**src/rtl/gps_spi_rx.sv**
```systemverilog
// gps_spi_rx: oversampled SPI receiver for the GPS sample link.
// Recovers 4-bit sample frames, packs two samples per byte and queues the
// bytes in a small FIFO with a valid/ready consumer interface.
module gps_spi_rx #(
  parameter int unsigned FIFO_DEPTH = 4
) (
  input  logic       MCU_CLK_25_000,
  input  logic       RESET,
  input  logic       MCU_SCK,
  input  logic       MCU_SS,
  input  logic       MCU_MOSI,
  output logic [7:0] RX_DATA,
  output logic       RX_VALID,
  input  logic       RX_READY,
  output logic       OVERRUN,
  output logic       FRAME_ERR,
  input  logic       CLR_ERR
);

  localparam int unsigned AW = $clog2(FIFO_DEPTH);
  localparam int unsigned PW = AW + 1;

  typedef enum logic [1:0] {
    ST_IDLE   = 2'd0,
    ST_ACTIVE = 2'd1,
    ST_ABORT  = 2'd2
  } state_t;

  // synchronizer and edge-detect registers
  logic sck_meta, sck_sync, sck_prev;
  logic ss_meta, ss_sync, ss_prev;
  logic mosi_meta, mosi_sync;

  // guards against joining a frame that was already running at reset release
  logic [1:0] settle;
  logic       armed;

  // receive state
  state_t     state;
  logic [2:0] bit_cnt;
  logic [6:0] shift_reg;
  logic       push_req;
  logic [7:0] push_byte;

  // FIFO state
  logic [7:0]    mem [FIFO_DEPTH];
  logic [PW-1:0] wr_ptr, rd_ptr;

  logic          sck_rise, ss_fall, ss_rise;
  logic [2:0]    cnt_upd;
  logic          frame_err_set;
  logic [AW-1:0] wr_idx, rd_idx_n;
  logic          full, do_pop, do_push, overrun_set;
  logic [PW-1:0] wr_ptr_n, rd_ptr_n;

  // two-flop synchronizers plus one history stage for edge detection
  always_ff @(posedge MCU_CLK_25_000) begin
    if (RESET) begin
      sck_meta  <= 1'b0;
      sck_sync  <= 1'b0;
      sck_prev  <= 1'b0;
      ss_meta   <= 1'b1;
      ss_sync   <= 1'b1;
      ss_prev   <= 1'b1;
      mosi_meta <= 1'b0;
      mosi_sync <= 1'b0;
    end else begin
      sck_meta  <= MCU_SCK;
      sck_sync  <= sck_meta;
      sck_prev  <= sck_sync;
      ss_meta   <= MCU_SS;
      ss_sync   <= ss_meta;
      ss_prev   <= ss_sync;
      mosi_meta <= MCU_MOSI;
      mosi_sync <= mosi_meta;
    end
  end

  // arm frame start only once SS has been seen high with a flushed synchronizer
  always_ff @(posedge MCU_CLK_25_000) begin
    if (RESET) begin
      settle <= 2'd0;
      armed  <= 1'b0;
    end else begin
      if (settle != 2'd2) settle <= settle + 2'd1;
      if ((settle == 2'd2) && ss_sync) armed <= 1'b1;
    end
  end

  // edge strobes and the bit count as it will be after this cycle's shift
  always_comb begin
    sck_rise      = sck_sync & ~sck_prev;
    ss_fall       = ~ss_sync & ss_prev;
    ss_rise       = ss_sync & ~ss_prev;
    cnt_upd       = bit_cnt + 3'(sck_rise);
    frame_err_set = (state == ST_ABORT);
  end

  // receive FSM: shift bits in, hand completed bytes to the FIFO
  always_ff @(posedge MCU_CLK_25_000) begin
    if (RESET) begin
      state     <= ST_IDLE;
      bit_cnt   <= 3'd0;
      shift_reg <= 7'd0;
      push_req  <= 1'b0;
      push_byte <= 8'd0;
    end else begin
      push_req <= 1'b0;
      case (state)
        ST_IDLE: begin
          if (ss_fall && armed) state <= ST_ACTIVE;
        end
        ST_ACTIVE: begin
          if (sck_rise) begin
            shift_reg <= {shift_reg[5:0], mosi_sync};
            bit_cnt   <= cnt_upd;
            if (bit_cnt == 3'd7) begin
              push_req  <= 1'b1;
              push_byte <= {shift_reg, mosi_sync};
            end
          end
          if (ss_rise) begin
            state <= ((cnt_upd == 3'd0) || (cnt_upd == 3'd4)) ? ST_IDLE : ST_ABORT;
          end
        end
        ST_ABORT: begin
          shift_reg <= 7'd0;
          bit_cnt   <= 3'd0;
          state     <= ST_IDLE;
        end
        default: state <= ST_IDLE;
      endcase
    end
  end

  // FIFO control: a pop in the same cycle frees the slot for a push when full
  always_comb begin
    wr_idx      = wr_ptr[AW-1:0];
    full        = (wr_ptr[AW] != rd_ptr[AW]) && (wr_ptr[AW-1:0] == rd_ptr[AW-1:0]);
    do_pop      = RX_VALID & RX_READY;
    do_push     = push_req & (~full | do_pop);
    overrun_set = push_req & full & ~do_pop;
    wr_ptr_n    = wr_ptr + PW'(do_push);
    rd_ptr_n    = rd_ptr + PW'(do_pop);
    rd_idx_n    = rd_ptr_n[AW-1:0];
  end

  // FIFO storage with registered head byte and valid flag
  always_ff @(posedge MCU_CLK_25_000) begin
    if (RESET) begin
      wr_ptr   <= '0;
      rd_ptr   <= '0;
      RX_VALID <= 1'b0;
      RX_DATA  <= 8'd0;
      for (int unsigned i = 0; i < FIFO_DEPTH; i++) mem[i] <= 8'd0;
    end else begin
      if (do_push) mem[wr_idx] <= push_byte;
      wr_ptr   <= wr_ptr_n;
      rd_ptr   <= rd_ptr_n;
      RX_VALID <= (wr_ptr_n != rd_ptr_n);
      RX_DATA  <= (do_push && (wr_idx == rd_idx_n)) ? push_byte : mem[rd_idx_n];
    end
  end

  // sticky error flags; a new error event overrides a simultaneous clear
  always_ff @(posedge MCU_CLK_25_000) begin
    if (RESET) begin
      OVERRUN   <= 1'b0;
      FRAME_ERR <= 1'b0;
    end else begin
      if (CLR_ERR) begin
        OVERRUN   <= 1'b0;
        FRAME_ERR <= 1'b0;
      end
      if (overrun_set)   OVERRUN   <= 1'b1;
      if (frame_err_set) FRAME_ERR <= 1'b1;
    end
  end

endmodule

```
**config.mk**
```make
export PLATFORM = sky130hd
export DESIGN_NAME = gps_spi_rx
export DESIGN_NICKNAME = d
export VERILOG_FILES = /design/src/rtl/gps_spi_rx.sv
export SDC_FILE = /design/constraint.sdc
export NUM_CORES = 1
export LEC_CHECK = 0
export ABC_AREA = 1
export CORE_ASPECT_RATIO = 1.25
export CORE_MARGIN = 8
export CORE_UTILIZATION = 40
export DETAILED_ROUTE_END_ITERATION = 16
export SLEW_MARGIN = 20
export SYNTH_ARGS = -nofsm -noshare
export SYNTH_HDL_FRONTEND = slang
export SYNTH_SLANG_ARGS = --single-unit
```
**constraint.sdc**
```tcl
create_clock -name MCU_CLK_25_000 -period 4.2 [get_ports MCU_CLK_25_000]
set_input_delay 0.42 -clock MCU_CLK_25_000 [delete_from_list [all_inputs] [get_ports MCU_CLK_25_000]]
set_output_delay 0.42 -clock MCU_CLK_25_000 [all_outputs]
set_load 0.005 [all_outputs]
```
==> results of run 1 <==
==> logic make-up after synthesis <==
family          Yosys count  share of synthesized area, %
compound gates           53                          9.02
simple gates            163                          20.2
flops                    81                          58.3
xor+xnor                  5                          1.32
buf+inv                  72                          8.46
fa+ha+maj                 7                          2.63
==> per-stage QoR <==
stage / hold slack (ps) / total power [W] / instance area (sq um) / std cells / util [%]
after floorplan: 388 / 0.000915 / 3330 / 381 / -
after global placement: 392 / 0.000937 / 3590 / 486 / 44.0
after detailed placement: 394 / 0.000940 / 3590 / 486 / 44.0
after CTS: 412 / 0.00150 / 3780 / 502 / 46.4
after global routing: 433 / 0.00156 / 3780 / 502 / 46.4
final: 409 / 0.00148 / 3780 / 502 / 46.4
==> cells in the final DEF (no fill, tap or decap) <==
cell and instances:
dfxtp_1 49, nand2_2 2, clkdlybuf4s50_1 17, buf_4 3, o22ai_1 15, nor4_1 1
nand3_1 10, inv_1 55, nand4_1 3, o21ai_0 23, a31oi_1 1, clkbuf_1 1
or2_2 3, clkinvlp_4 1, a21oi_1 10, clkbuf_8 9, inv_2 2, nand2_1 50
clkinv_4 3, a32o_1 1, nor2_2 2, nand2_4 1, ha_1 7, xnor2_1 5
edfxtp_1 32, nand3_4 1, clkinv_1 3, clkinv_2 1, a2111oi_0 1, o211ai_1 1
bufinv_16 1, a21oi_2 1, nor2_1 90
==> metal layers <==
metal	vias to the layer above	global-route usage [%]
li1	1254	-
met1	1092	13.5
met2	50	19.2
met3	2	2.29
met4	0	5.98
met5	-	0
==> worst max-delay path: cells and delay by family <==
family / cells / cell delay (ps)
buffers and inverters: 3 / 1200
and+or+nand+nor: 3 / 930
==> worst paths after layout <==
kind | to | cells past startpoint | start
min reg2reg | sck_sync | 2 | sck_meta
max | mem[3][3] | 6 | RESET
min | sck_sync | 2 | sck_meta
max reg2reg | RX_DATA[0] | 13 | RX_VALID
==> area by class of cell <==
type | instances | area (sq um) | share of cell area, %
clock buffers | 10 | 128 | 3.37
inverters | 60 | 225 | 5.95
well taps | 97 | 121 | 3.21
clock inverters | 6 | 68.8 | 1.82
repair buffers | 20 | 193 | 5.09
multi-input cells | 228 | 1100 | 29.2
flip-flops and latches | 81 | 1940 | 51.3
==> cells in the mapped netlist, drive strengths merged, types with 3 or more instances <==
| master | instances | share of area, % |
|---|---|---|
| nand3 | 11 | 2.0 |
| nand4 | 3 | 0.56 |
| edfxtp | 32 | 29 |
| buf | 4 | 0.79 |
| nand2 | 53 | 6.4 |
| dfxtp | 49 | 29 |
| a21oi | 11 | 1.8 |
| inv | 57 | 6.4 |
| ha | 7 | 2.6 |
| nor2 | 92 | 11 |
| or2 | 3 | 0.56 |
| clkinv | 3 | 0.34 |
| xnor2 | 5 | 1.3 |
| o21ai | 23 | 3.5 |
| o22ai | 15 | 2.8 |
| clkbuf | 8 | 0.90 |
==> power by group <==
part,total [W],internal [W],switching [W]
Sequential,0.000853,0.000843,0.00000962
Clock,0.000559,0.000277,0.000282
Combinational,0.0000680,0.0000286,0.0000394
==> qor.yml, run 1 <==
rsz0062_at_grt: "false"
grt_pass1_wl_um: 11000
avgSynthCellArea_sq_um: 8.74
critical-path-max-stage-delay_ps: 510
grt.total_usage_pct: 11.5
ys_seq_elements: 81
first_pass_iters: 4
skew_ps: 11.9
coreArea_sq_um: 8150
slowest_stage: "nor2_1"
first_iter_violations: 141
setup_viol: 0
wl_per_cell_um: 12.4
port_buffers: 17
postCtsSetupBuffers: 0
cap_violations: 0
cp-start-kind: "input pin"
n_antenna_cell: 0
ys_seq_area_share_pct: 58.3
highest_layer: "met4"
via_per_inst: 4.78
top_register: "mem"
crit_chain: "clkdlybuf4s50_1, buf_4, clkinv_1, nand4_1, nand2_1, nor2_1"
max-vdd-ir-drop_mv: 0.239
fin_tns_setup_ps: 0
largest_reg_flops: 32
grt_pass1_vias: 2415
hold_class: "flip-flop to flip-flop"
post-route-period-util_pct: 61.3
die_y_um: 118
hpwl_um: 4570
setup.worst_path.end_class: "flip-flop"
fillers: 798
ant_nets: 0
place.gp.congestion: 0.817
hold_buffers: 0
start_util_pct: 40.8
vias: 2398
cts-root-buf: "clkbuf_8"
syn_nets: 395
rrSetupSlack_ps: 2060
wl_met2_um: 3040
worst_slack_ps: 1620
drc: 0
cts_resized: 0
clk_latency_ps: 340
grt_max_degree: 31
die_area_sq_um: 11500
fmax_mhz: 388
ys_async_sr_fraction_pct: 0
htree_levels: 3
cp.arrival_ps: 2560
antenna_found_initial: 0
final_nets: 414
clock-sinks: 81
clkTransAtPathRegs_ps: 90
areaGrowthSynthToFinish_pct: 13.6
tightest_slew_ps: 654
numCtsBuffers: 9
die_x_um: 97.6
dominantRegCellSynth: "dfxtp_1"
yosysWarnings: 0
syn_area_sq_um: 3330
power.density_nw_per_um2: 391
drive_above_1_share_pct: 7.41
max_slew_margin_pct: 56.2
met1_length_um: 2860
required_ps: 4180
rows: 37
overflow: 0
syn_inst: 381
largestRegisters: "mem: 32 flops, RX_DATA: 8 flops, push_byte: 8 flops"
drv_slew: 0
wirelength_um: 6240
yosysUniqueCellTypes: 28
pre_cts_slack_ps: 1250
critPathMaxFanout: 30
status: "complete, no violations"
dr_wl_met3_um: 301
ios: 18
period_needed_ps: 2580
final-hold-violation-count: 0
path_class: "input pin to flip-flop"
leakagePower_nw: 1.50
clock_path_buffers: 2
cts_tree: "done"
synth_edf_count: 32
No activity file was read; power rests on OpenSTA's default activity.
==> run 2, diff against run 1 <==
- clock period: 4.2 -> 2.6 ns (I/O delays scaled with it)
==> run 2 against run 1 <==
  * Die area is the same
  * Cell area unchanged
  * Critical path depth increased by 6
  * First-iteration DRC count decreased by 52%
  * Via count increased by 0.58%
  * Final cell count up 0.80%
==> qor.yml, run 2 (same netlist as run 1, synthesis figures left out) <==
clock-sinks: 81  # unchanged
cts_resized: 0  # unchanged
wirelength_um: 6240  # about the same
period_needed_ps: 1990
final_common_cell: "nor2_1"  # unchanged
clkTransAtPathRegs_ps: 80  # was 90 ps
first_pass_iters: 4  # unchanged
placed_cells: 490  # was 486
die_x_um: 97.6  # unchanged
power.density_nw_per_um2: 606  # was 391 nW/um^2
hold_buffers: 0  # unchanged
rows: 37  # unchanged
ios: 18  # unchanged
vias: 2412  # was 2398
path_class: "flip-flop to flip-flop"  # was input pin to flip-flop
holdPathStages: 2  # unchanged
drive_above_1_share_pct: 7.82  # was 7.41%
hpwl_um: 4540  # was 4570 um
max_slew_margin_pct: 74.6  # was 56.2%
grt_max_degree: 30  # was 31
leakagePower_nw: 1.50  # about the same
final_area_sq_um: 3780  # unchanged
fillers: 795  # was 798
drc: 0  # unchanged
tightest_slew_ps: 378  # was 654 ps
drv_slew: 0  # unchanged
clk_latency_ps: 350  # was 340 ps
skew_ps: 8.90  # was 11.9 ps
postCtsSetupBuffers: 0  # unchanged
final_nets: 418  # was 414
cp.arrival_ps: 2230  # was 2560 ps
die_area_sq_um: 11500  # unchanged
crit_chain: "inv_2, nand2_1, nand2_1, nor2_2, nand2_2, nand2_1, inv_1, ha_1, ha_1, xnor2_1, xnor2_1, a31oi_1"  # was clkdlybuf4s50_1, buf_4, clkinv_1, nand4_1, nand2_1, nor2_1
critPathMaxFanout: 5  # was 30
final_cell_mix: "nor2_1 (90), inv_1 (55), nand2_1 (50), dfxtp_1 (49), edfxtp_1 (32)"  # unchanged
clock_path_buffers: 2  # unchanged
post-route-period-util_pct: 76.7
start_util_pct: 40.8  # unchanged
finalHoldWorstSlack_ps: 404  # was 409 ps
largestRegisters: "mem: 32 flops, RX_DATA: 8 flops, push_byte: 8 flops"  # unchanged
ff2ff_path_depth: 12  # was 13
max-vdd-ir-drop_mv: 0.298  # was 0.239 mV
status: "complete, no violations"  # unchanged
cts_tree: "done"  # unchanged
overflow: 0  # unchanged
via_per_inst: 4.77  # was 4.78
htree_levels: 3  # unchanged
required_ps: 2830  # was 4180 ps
areaGrowthSynthToFinish_pct: 13.6  # unchanged
fin_tns_setup_ps: 0  # unchanged
cp_common_cell: "nand2_1"
ant_nets: 0  # unchanged
rsz0062_at_grt: "false"  # unchanged
cts-root-buf: "clkbuf_8"  # unchanged
setup.worst_path.end_class: "flip-flop"  # unchanged
layoutNonFillerInstCount: 506  # was 502
die_y_um: 118  # unchanged
antenna_found_initial: 0  # unchanged
largest_reg_flops: 32  # unchanged
coreArea_sq_um: 8150  # unchanged
setup_viol: 0  # unchanged
grt_pass1_vias: 2481  # was 2415
top_register: "mem"  # unchanged
final-hold-violation-count: 0  # unchanged
numCtsBuffers: 9  # unchanged
grt.total_usage_pct: 11.7  # was 11.5%
first_iter_violations: 68  # was 141
critical-path-max-stage-delay_ps: 460  # was 510 ps
port_buffers: 17  # unchanged
grt_pass1_wl_um: 11200  # was 11000 um
cap_violations: 0  # unchanged
place_area_sq_um: 3620  # was 3590 sq um
wl_per_cell_um: 12.3  # was 12.4 um
place.gp.congestion: 0.754  # was 0.817
cp-start-kind: "flip-flop"  # was input pin
fmax_mhz: 501
hold_class: "flip-flop to flip-flop"  # unchanged
slowest_stage: "dfxtp_1"  # was nor2_1
n_antenna_cell: 0  # unchanged
-- run 2: cell count changes in the layout (fill, tap and decap cells not counted) --
cell	previous run	this run
bufinv_16	1	0
buf_4	3	7
clkinv_4	3	1
clkbuf_1	1	3
clkinv_2	1	0
clkinvlp_4	1	3
-- run 2: cell type report --
| class | count | area, sq um | share of cell area, % |
|---|---|---|---|
| timing repair buffer | 24 | 223 | 5.89 |
| tap | 97 | 121 | 3.21 |
| clock inverter | 4 | 31.3 | 0.827 |
| sequential | 81 | 1940 | 51.3 |
| clock buffer | 12 | 135 | 3.57 |
| multi-input combinational | 228 | 1100 | 29.2 |
| inverter | 60 | 225 | 5.95 |
-- run 2: path summary, 6_finish.rpt --
| check | start | endpoint | slack (ps) |
|---|---|---|---|
| worst max-delay path | wr_ptr[0] | RX_VALID | 610 |
| worst min-delay path | mosi_meta | mosi_sync | 400 |
| worst max register to register | wr_ptr[0] | RX_VALID | 610 |
| worst min register to register | mosi_meta | mosi_sync | 400 |
-- run 2: worst max-delay path, delay by kind of cell (launching register included) --
| family | cells | cell delay [ps] |
|---|---|---|
| flops | 1 | 460 |
| simple gates | 5 | 460 |
| fa+ha+maj | 2 | 370 |
| xor+xnor | 2 | 370 |
| buf+inv | 2 | 130 |
| compound gates | 1 | 100 |
-- run 2: per-stage QoR --
step | utilization [%] | power (W) | setup WS, ps
2_1_floorplan | - | 0.00148 | 759
3_3_place_gp | 44.4 | 0.00152 | 487
3_5_place_dp | 44.4 | 0.00152 | 430
4_1_cts | 46.4 | 0.00233 | 610
5_1_grt | 46.4 | 0.00239 | 429
6_report | 46.4 | 0.00229 | 605
-- run 2: report_power, final --
group / internal (W) / switching [W] / total, W
combinational: 0.0000474 / 0.0000637 / 0.000111
clock: 0.000350 / 0.000453 / 0.000803
sequential: 0.00136 / 0.0000168 / 0.00138
-- run 2: routing by layer --
metal	vias up	wire (um)	track usage, %	share of wire, %
met5	-	0	0	0
met4	0	145	7.31	2.3
met3	12	212	2.94	3.4
met2	34	3010	19.5	48
met1	1106	2870	13.1	46
li1	1260	-	-	-
==> RTL edit 1: new RTL, flow settings as in run 1 <==
Re-encode `state_t` (3 states) as one-hot, 3 bits wide.
--- a/src/rtl/gps_spi_rx.sv
+++ b/src/rtl/gps_spi_rx.sv
@@ -20,10 +20,10 @@
   localparam int unsigned AW = $clog2(FIFO_DEPTH);
   localparam int unsigned PW = AW + 1;
 
-  typedef enum logic [1:0] {
-    ST_IDLE   = 2'd0,
-    ST_ACTIVE = 2'd1,
-    ST_ABORT  = 2'd2
+  typedef enum logic [2:0] {
+    ST_IDLE   = 3'b001,
+    ST_ACTIVE = 3'b010,
+    ST_ABORT  = 3'b100
   } state_t;
 
   // synchronizer and edge-detect registers
Check against the original RTL: no difference found for any inputs over 10 cycles, from zero or initial values and one cycle with RESET high; not proved beyond that.
==> RTL edit 1 against run 1 <==
Clock skew shrank 0.0037 ns; highest routed layer unchanged; maximum frequency up 12%; sequential cell count is 1 higher; die area increased by 0.77%; global-route usage grew 0.74 points; synthesized area rose by 0.90%; cell count is 1.4% lower; wire length is 5.2% higher; critical path depth increased by 6; cell area grew 1.3%; total power is 5.1% higher; setup slack better by 0.27 ns.
==> RTL edit 1: results (changes against run 1) <==
DRT_PRE_ANTENNA_ITERS=4  # unchanged
CRITPATHMAXFANOUT=19  # -37%
DETAILEDPLACEMENTHPWL_MM=4.73  # +3.5%
MAX-SLEW-MARGIN-REL=0.608  # +0.0456
LAYOUT-DRIVE-GT1-SHARE=0.0779  # +0.00382
POST_SYNTH.CELL_AREA_AVG_UM2=8.98  # +2.8%
GP_ROUTABILITY_CONGESTION=0.796  # -2.6%
DETAILEDROUTE.FIRSTITERATIONVIOLATIONS=107  # -24%
GRT_MAX_DEGREE=28  # -9.7%
SYNTH_AREA_LEADERS='sky130_fd_sc_hd__dfxtp_1, sky130_fd_sc_hd__edfxtp_1, sky130_fd_sc_hd__nor2_1'
ROUTEDWLPERCELL_UM=13.3  # +6.7%
CLOCK_LATENCY_NS=0.35
SYNTH_TOP_AREA_FRAC=0.298  # +0.00333
FILL_CELLS=791  # -0.88%
YOSYSSEQAREASHARE=0.584  # +0.000744
PLACED_INSTANCES=479  # -1.4%
FINCLKSKEW_NS=0.00821  # -0.00366 ns
MAX_STAGE_DELAY_NS=0.42  # -0.09 ns
POST-ROUTE-UTIL=0.468  # +0.00333
SYNTH_COMMONEST_CELLS='sky130_fd_sc_hd__nor2_1, sky130_fd_sc_hd__dfxtp_1, sky130_fd_sc_hd__nand2_1'
NUM_ANTENNA_CELLS=0  # unchanged
FIN_CELLS=495  # -1.4%
CRITICAL_PATH_CELL_WITH_THE_HIGHEST_STAGE_DELAY='sky130_fd_sc_hd__clkinv_1'
P_LEAK_uW=0.00147  # -2.2%
SYNTH.LIB_CELLS_USED.DISTINCT=30  # +7.1%
OUTCOME='finished, final reports clean'
TRACK_USAGE=0.122  # +0.00739
SYN-NUM-NETS=388  # -1.8%
IR_DROP_mV=0.245  # +2.3%
ROUTED_VIA_DENSITY=4.95  # +3.6%
NUMBER_OF_GLOBAL_ROUTE_VIAS_BEFORE_REPAIR=2383  # -1.3%
GRT_PASS1_WL_MM=11.3  # +2.8%
LAYOUT.NETS=407  # -1.7%
## RTL edit 1: changes by cell type after synthesis, moves of 2 or more
cell | run 1 | this run
sky130_fd_sc_hd__nand2_1 | 50 | 43
sky130_fd_sc_hd__buf_1 | 0 | 2
sky130_fd_sc_hd__o22ai_1 | 15 | 8
sky130_fd_sc_hd__nand3_1 | 10 | 8
sky130_fd_sc_hd__inv_1 | 55 | 36
sky130_fd_sc_hd__nor3_1 | 0 | 7
sky130_fd_sc_hd__o21ai_0 | 23 | 32
sky130_fd_sc_hd__a21oi_1 | 10 | 18
sky130_fd_sc_hd__clkbuf_1 | 8 | 5
sky130_fd_sc_hd__clkinv_1 | 3 | 1
sky130_fd_sc_hd__buf_2 | 3 | 6
sky130_fd_sc_hd__o21bai_1 | 0 | 4
## RTL edit 1: stage by stage
step                      worst slack [ns]  power (uW)  cell area (um2)  hold slack [ns]
final                                 1.89        1550             3830            0.406
after global placement                1.56         985             3620            0.391
after floorplan                       2.29         958             3360            0.388
after detailed placement              1.54         991             3620            0.396
after global routing                  1.64        1630             3830            0.433
after CTS                             1.92        1570             3830            0.408
## RTL edit 1: cells by family after synthesis
logic type	Yosys count	share of synthesized area
XOR/XNOR	5	0.0130
adder cells (fa/ha/maj)	7	0.0261
buffers and inverters	52	0.0604
AO/OA/AOI/OAI	68	0.112
AND/OR/NAND/NOR	160	0.205
flip-flops	82	0.584
## RTL edit 1: path summary, 6_finish.rpt
kind         cells after the start  slack [ns]                   endpoint                   from
min reg2reg                      2        0.41       mosi_sync$_SDFF_PP0_   mosi_meta$_SDFF_PP0_
max                             12        1.89      RX_DATA[2]$_SDFF_PP0_               RX_READY
max reg2reg                      8        2.02  push_byte[1]$_SDFFE_PP0P_  state[0]$_SDFFE_PP1P_
min                              2        0.41       mosi_sync$_SDFF_PP0_   mosi_meta$_SDFF_PP0_
## RTL edit 1: per-layer routing
layer	part of all wire	vias up	wire length, um	global-route usage
li1	-	1263	-	-
met1	0.45	1126	2950	0.142
met2	0.48	51	3170	0.197
met3	0.046	10	302	0.0435
met4	0.022	0	142	0.0567
met5	0	-	0	0
## RTL edit 1: layout make-up
cell class	instances	area share
sequential	82	0.512
multi-input combinational	240	0.312
timing repair buffer	21	0.0523
clock buffer	14	0.0509
inverter	39	0.0382
tap	97	0.0317
clock inverter	2	0.00327
## RTL edit 1: report_power, final
part / total, uW / switching (uW) / internal [uW]
sequential: 876 / 14.3 / 861
combinational: 96.2 / 57.6 / 38.7
clock: 583 / 278 / 305
total: 1550 / 350 / 1200
==> RTL edit 2: new RTL, settings of run 1 <==
Without the edit above. The parameter `FIFO_DEPTH` goes from 4 to 8.
--- a/src/rtl/gps_spi_rx.sv
+++ b/src/rtl/gps_spi_rx.sv
@@ -2,7 +2,7 @@
 // Recovers 4-bit sample frames, packs two samples per byte and queues the
 // bytes in a small FIFO with a valid/ready consumer interface.
 module gps_spi_rx #(
-  parameter int unsigned FIFO_DEPTH = 4
+  parameter int unsigned FIFO_DEPTH = 8
 ) (
   input  logic       MCU_CLK_25_000,
   input  logic       RESET,
Behaviour: no difference found for any inputs over 10 cycles, from zero or initial values and one cycle with RESET high; that may be too few to reach the edited logic, so the function may still have changed.
==> RTL edit 2 against run 1 <==
Combinational power up 26%; sequential cell count increased by 34; clock skew is 0.0036 ns lower; synthesized area increased by 48%; global-route usage grew 4.4 points; wire length grew 92%; setup slack worse by 0.23 ns; cell area grew 54%; total power increased by 91%; critical path type unchanged; largest cell class unchanged.
==> RTL edit 2: results (changes against run 1) <==
ROUTEDWLPERCELL_UM=16.2  # +30%
LAYOUT.NETS=575  # +39%
ANTENNA_FOUND_INITIAL=0  # unchanged
GRT_PASS1_WL_MM=19.3  # +75%
FIN_CELLS=738  # +47%
HTREE_NUM_LEVELS=4  # +1
SYNTH_COMMONEST_CELLS='sky130_fd_sc_hd__nor2_1, sky130_fd_sc_hd__nand2_1, sky130_fd_sc_hd__edfxtp_1'
DETAILEDROUTE.FIRSTITERATIONVIOLATIONS=264  # +87%
LAYOUT-DRIVE-GT1-SHARE=0.0871  # +0.0130
CLOCK_LATENCY_NS=0.41  # +0.07 ns
MAX-SLEW-MARGIN-REL=0.493  # -0.0698
IR_DROP_mV=0.305  # +28%
PLACED_INSTANCES=706  # +45%
TRACK_USAGE=0.159  # +0.0440
SYN-NUM-NETS=555  # +41%
TIMING.CRITICAL_PATH.MAX_DELAY_FAMILY='adder cells'
GRT_MAX_DEGREE=38  # +23%
PLACE_WS_NS=1.05  # -0.204 ns
BIGGESTREGSBYFLOPS='mem: 64 flops, RX_DATA: 8 flops, push_byte: 8 flops'
CLOCK_TREE.ROOT_CELL='sky130_fd_sc_hd__clkbuf_16'
LARGEST_BUFFER_COUNT_ON_ANY_CLOCK_PATH=2  # unchanged
ROUTED_VIA_DENSITY=4.99  # +4.4%
CTS.CLK_SLEW.WORST_PATHS_NS=0.05  # -0.04 ns
CRITICAL_PATH_CELL_WITH_THE_HIGHEST_STAGE_DELAY='sky130_fd_sc_hd__ha_1'
PLACE.PORT_BUFFERS=17  # unchanged
SYNTH.LIB_CELLS_USED.DISTINCT=30  # +7.1%
DRT_PRE_ANTENNA_ITERS=5  # +1
SYNTH_AREA_LEADERS='sky130_fd_sc_hd__edfxtp_1, sky130_fd_sc_hd__dfxtp_1, sky130_fd_sc_hd__nor2_1'
CTS_RESIZED=0  # unchanged
DETAILEDPLACEMENTHPWL_MM=8.19  # +79%
REGMOSTFLOPS='mem'
YOSYSSEQAREASHARE=0.599  # +0.0155
MAX_STAGE_DELAY_NS=0.78  # +0.27 ns
NUM_ANTENNA_CELLS=0  # unchanged
NUMBER_OF_GLOBAL_ROUTE_VIAS_BEFORE_REPAIR=3737  # +55%
YS.FLOP_TYPE='sky130_fd_sc_hd__edfxtp_1'
WORST_HOLD_PATH_TYPE='flip-flop to flip-flop'
CRITPATHMAXFANOUT=21  # -30%
CTS-BUFFERS-INSERTED=17  # +8
POSTSYNTHCELLCOUNT=541  # +42%
ASR_FLOP_RATIO_SYNTH=0  # unchanged
FILL_CELLS=1162  # +46%
YOSYS_WARNINGS=0  # unchanged
PLACED_AREA_UM2=5230  # +46%
POSTCTSSETUPREPAIRBUFS=0  # unchanged
P_LEAK_uW=0.00228  # +52%
CP.ARRIVAL_NS=3.15  # +0.59 ns
GP_ROUTABILITY_CONGESTION=0.896  # +9.6%
OUTCOME='finished, final reports clean'
FINCLKSKEW_NS=0.00828  # -0.00359 ns
NUMBER_OF_SYNTHESIZED_FLOPS_WITH_AN_ENABLE_PIN=64  # +100%
RTL edit 2: cell count changes after synthesis, sizes merged, moves of 11 or more:
cell	change
inv	-24
o21ai	+11
nor2	+51
edfxtp	+32
nand2	+50
nand3	+12
a21oi	+13
RTL edit 2: final timing paths:
check	start	to	slack (ns)	depth (start not counted)
max reg2reg	RX_VALID$_SDFF_PP0_	RX_DATA[4]$_SDFF_PP0_	1.50	14
min	ss_meta$_SDFF_PP1_	ss_sync$_SDFF_PP1_	0.41	1
min reg2reg	ss_meta$_SDFF_PP1_	ss_sync$_SDFF_PP1_	0.41	1
max	RX_READY	RX_DATA[4]$_SDFF_PP0_	1.40	15
RTL edit 2: cells by family after synthesis:
| kind of cell | count (synthesis) | share of synthesized area |
|---|---|---|
| xor gates and xnor gates | 7 | 0.0125 |
| AOI/OAI and AO/OA | 72 | 0.0784 |
| DFF | 115 | 0.599 |
| adders and majority gates | 7 | 0.0178 |
| and+or+nand+nor | 279 | 0.243 |
| buffers and inverters | 61 | 0.0489 |
RTL edit 2: metal layers:
layer  share of wire  global-route usage
met5               0                   0
met4           0.018              0.0583
met3           0.047              0.0443
met2            0.52               0.277
met1            0.41               0.179
RTL edit 2: where the power goes:
group | switching, uW | internal [uW]
logic | 53.8 | 32.2
clock network | 486 | 1000
registers | 16.4 | 1230
total | 556 | 2260
RTL edit 2: final cells by class:
cell class                 count  area, um2  area share
sequential                   115       2940       0.504
tap                          164        205      0.0351
multi-input combinational    365       1730       0.296
clock inverter                11        159      0.0272
clock buffer                  21        450      0.0772
timing repair buffer          20        193      0.0330
inverter                      42        158      0.0270
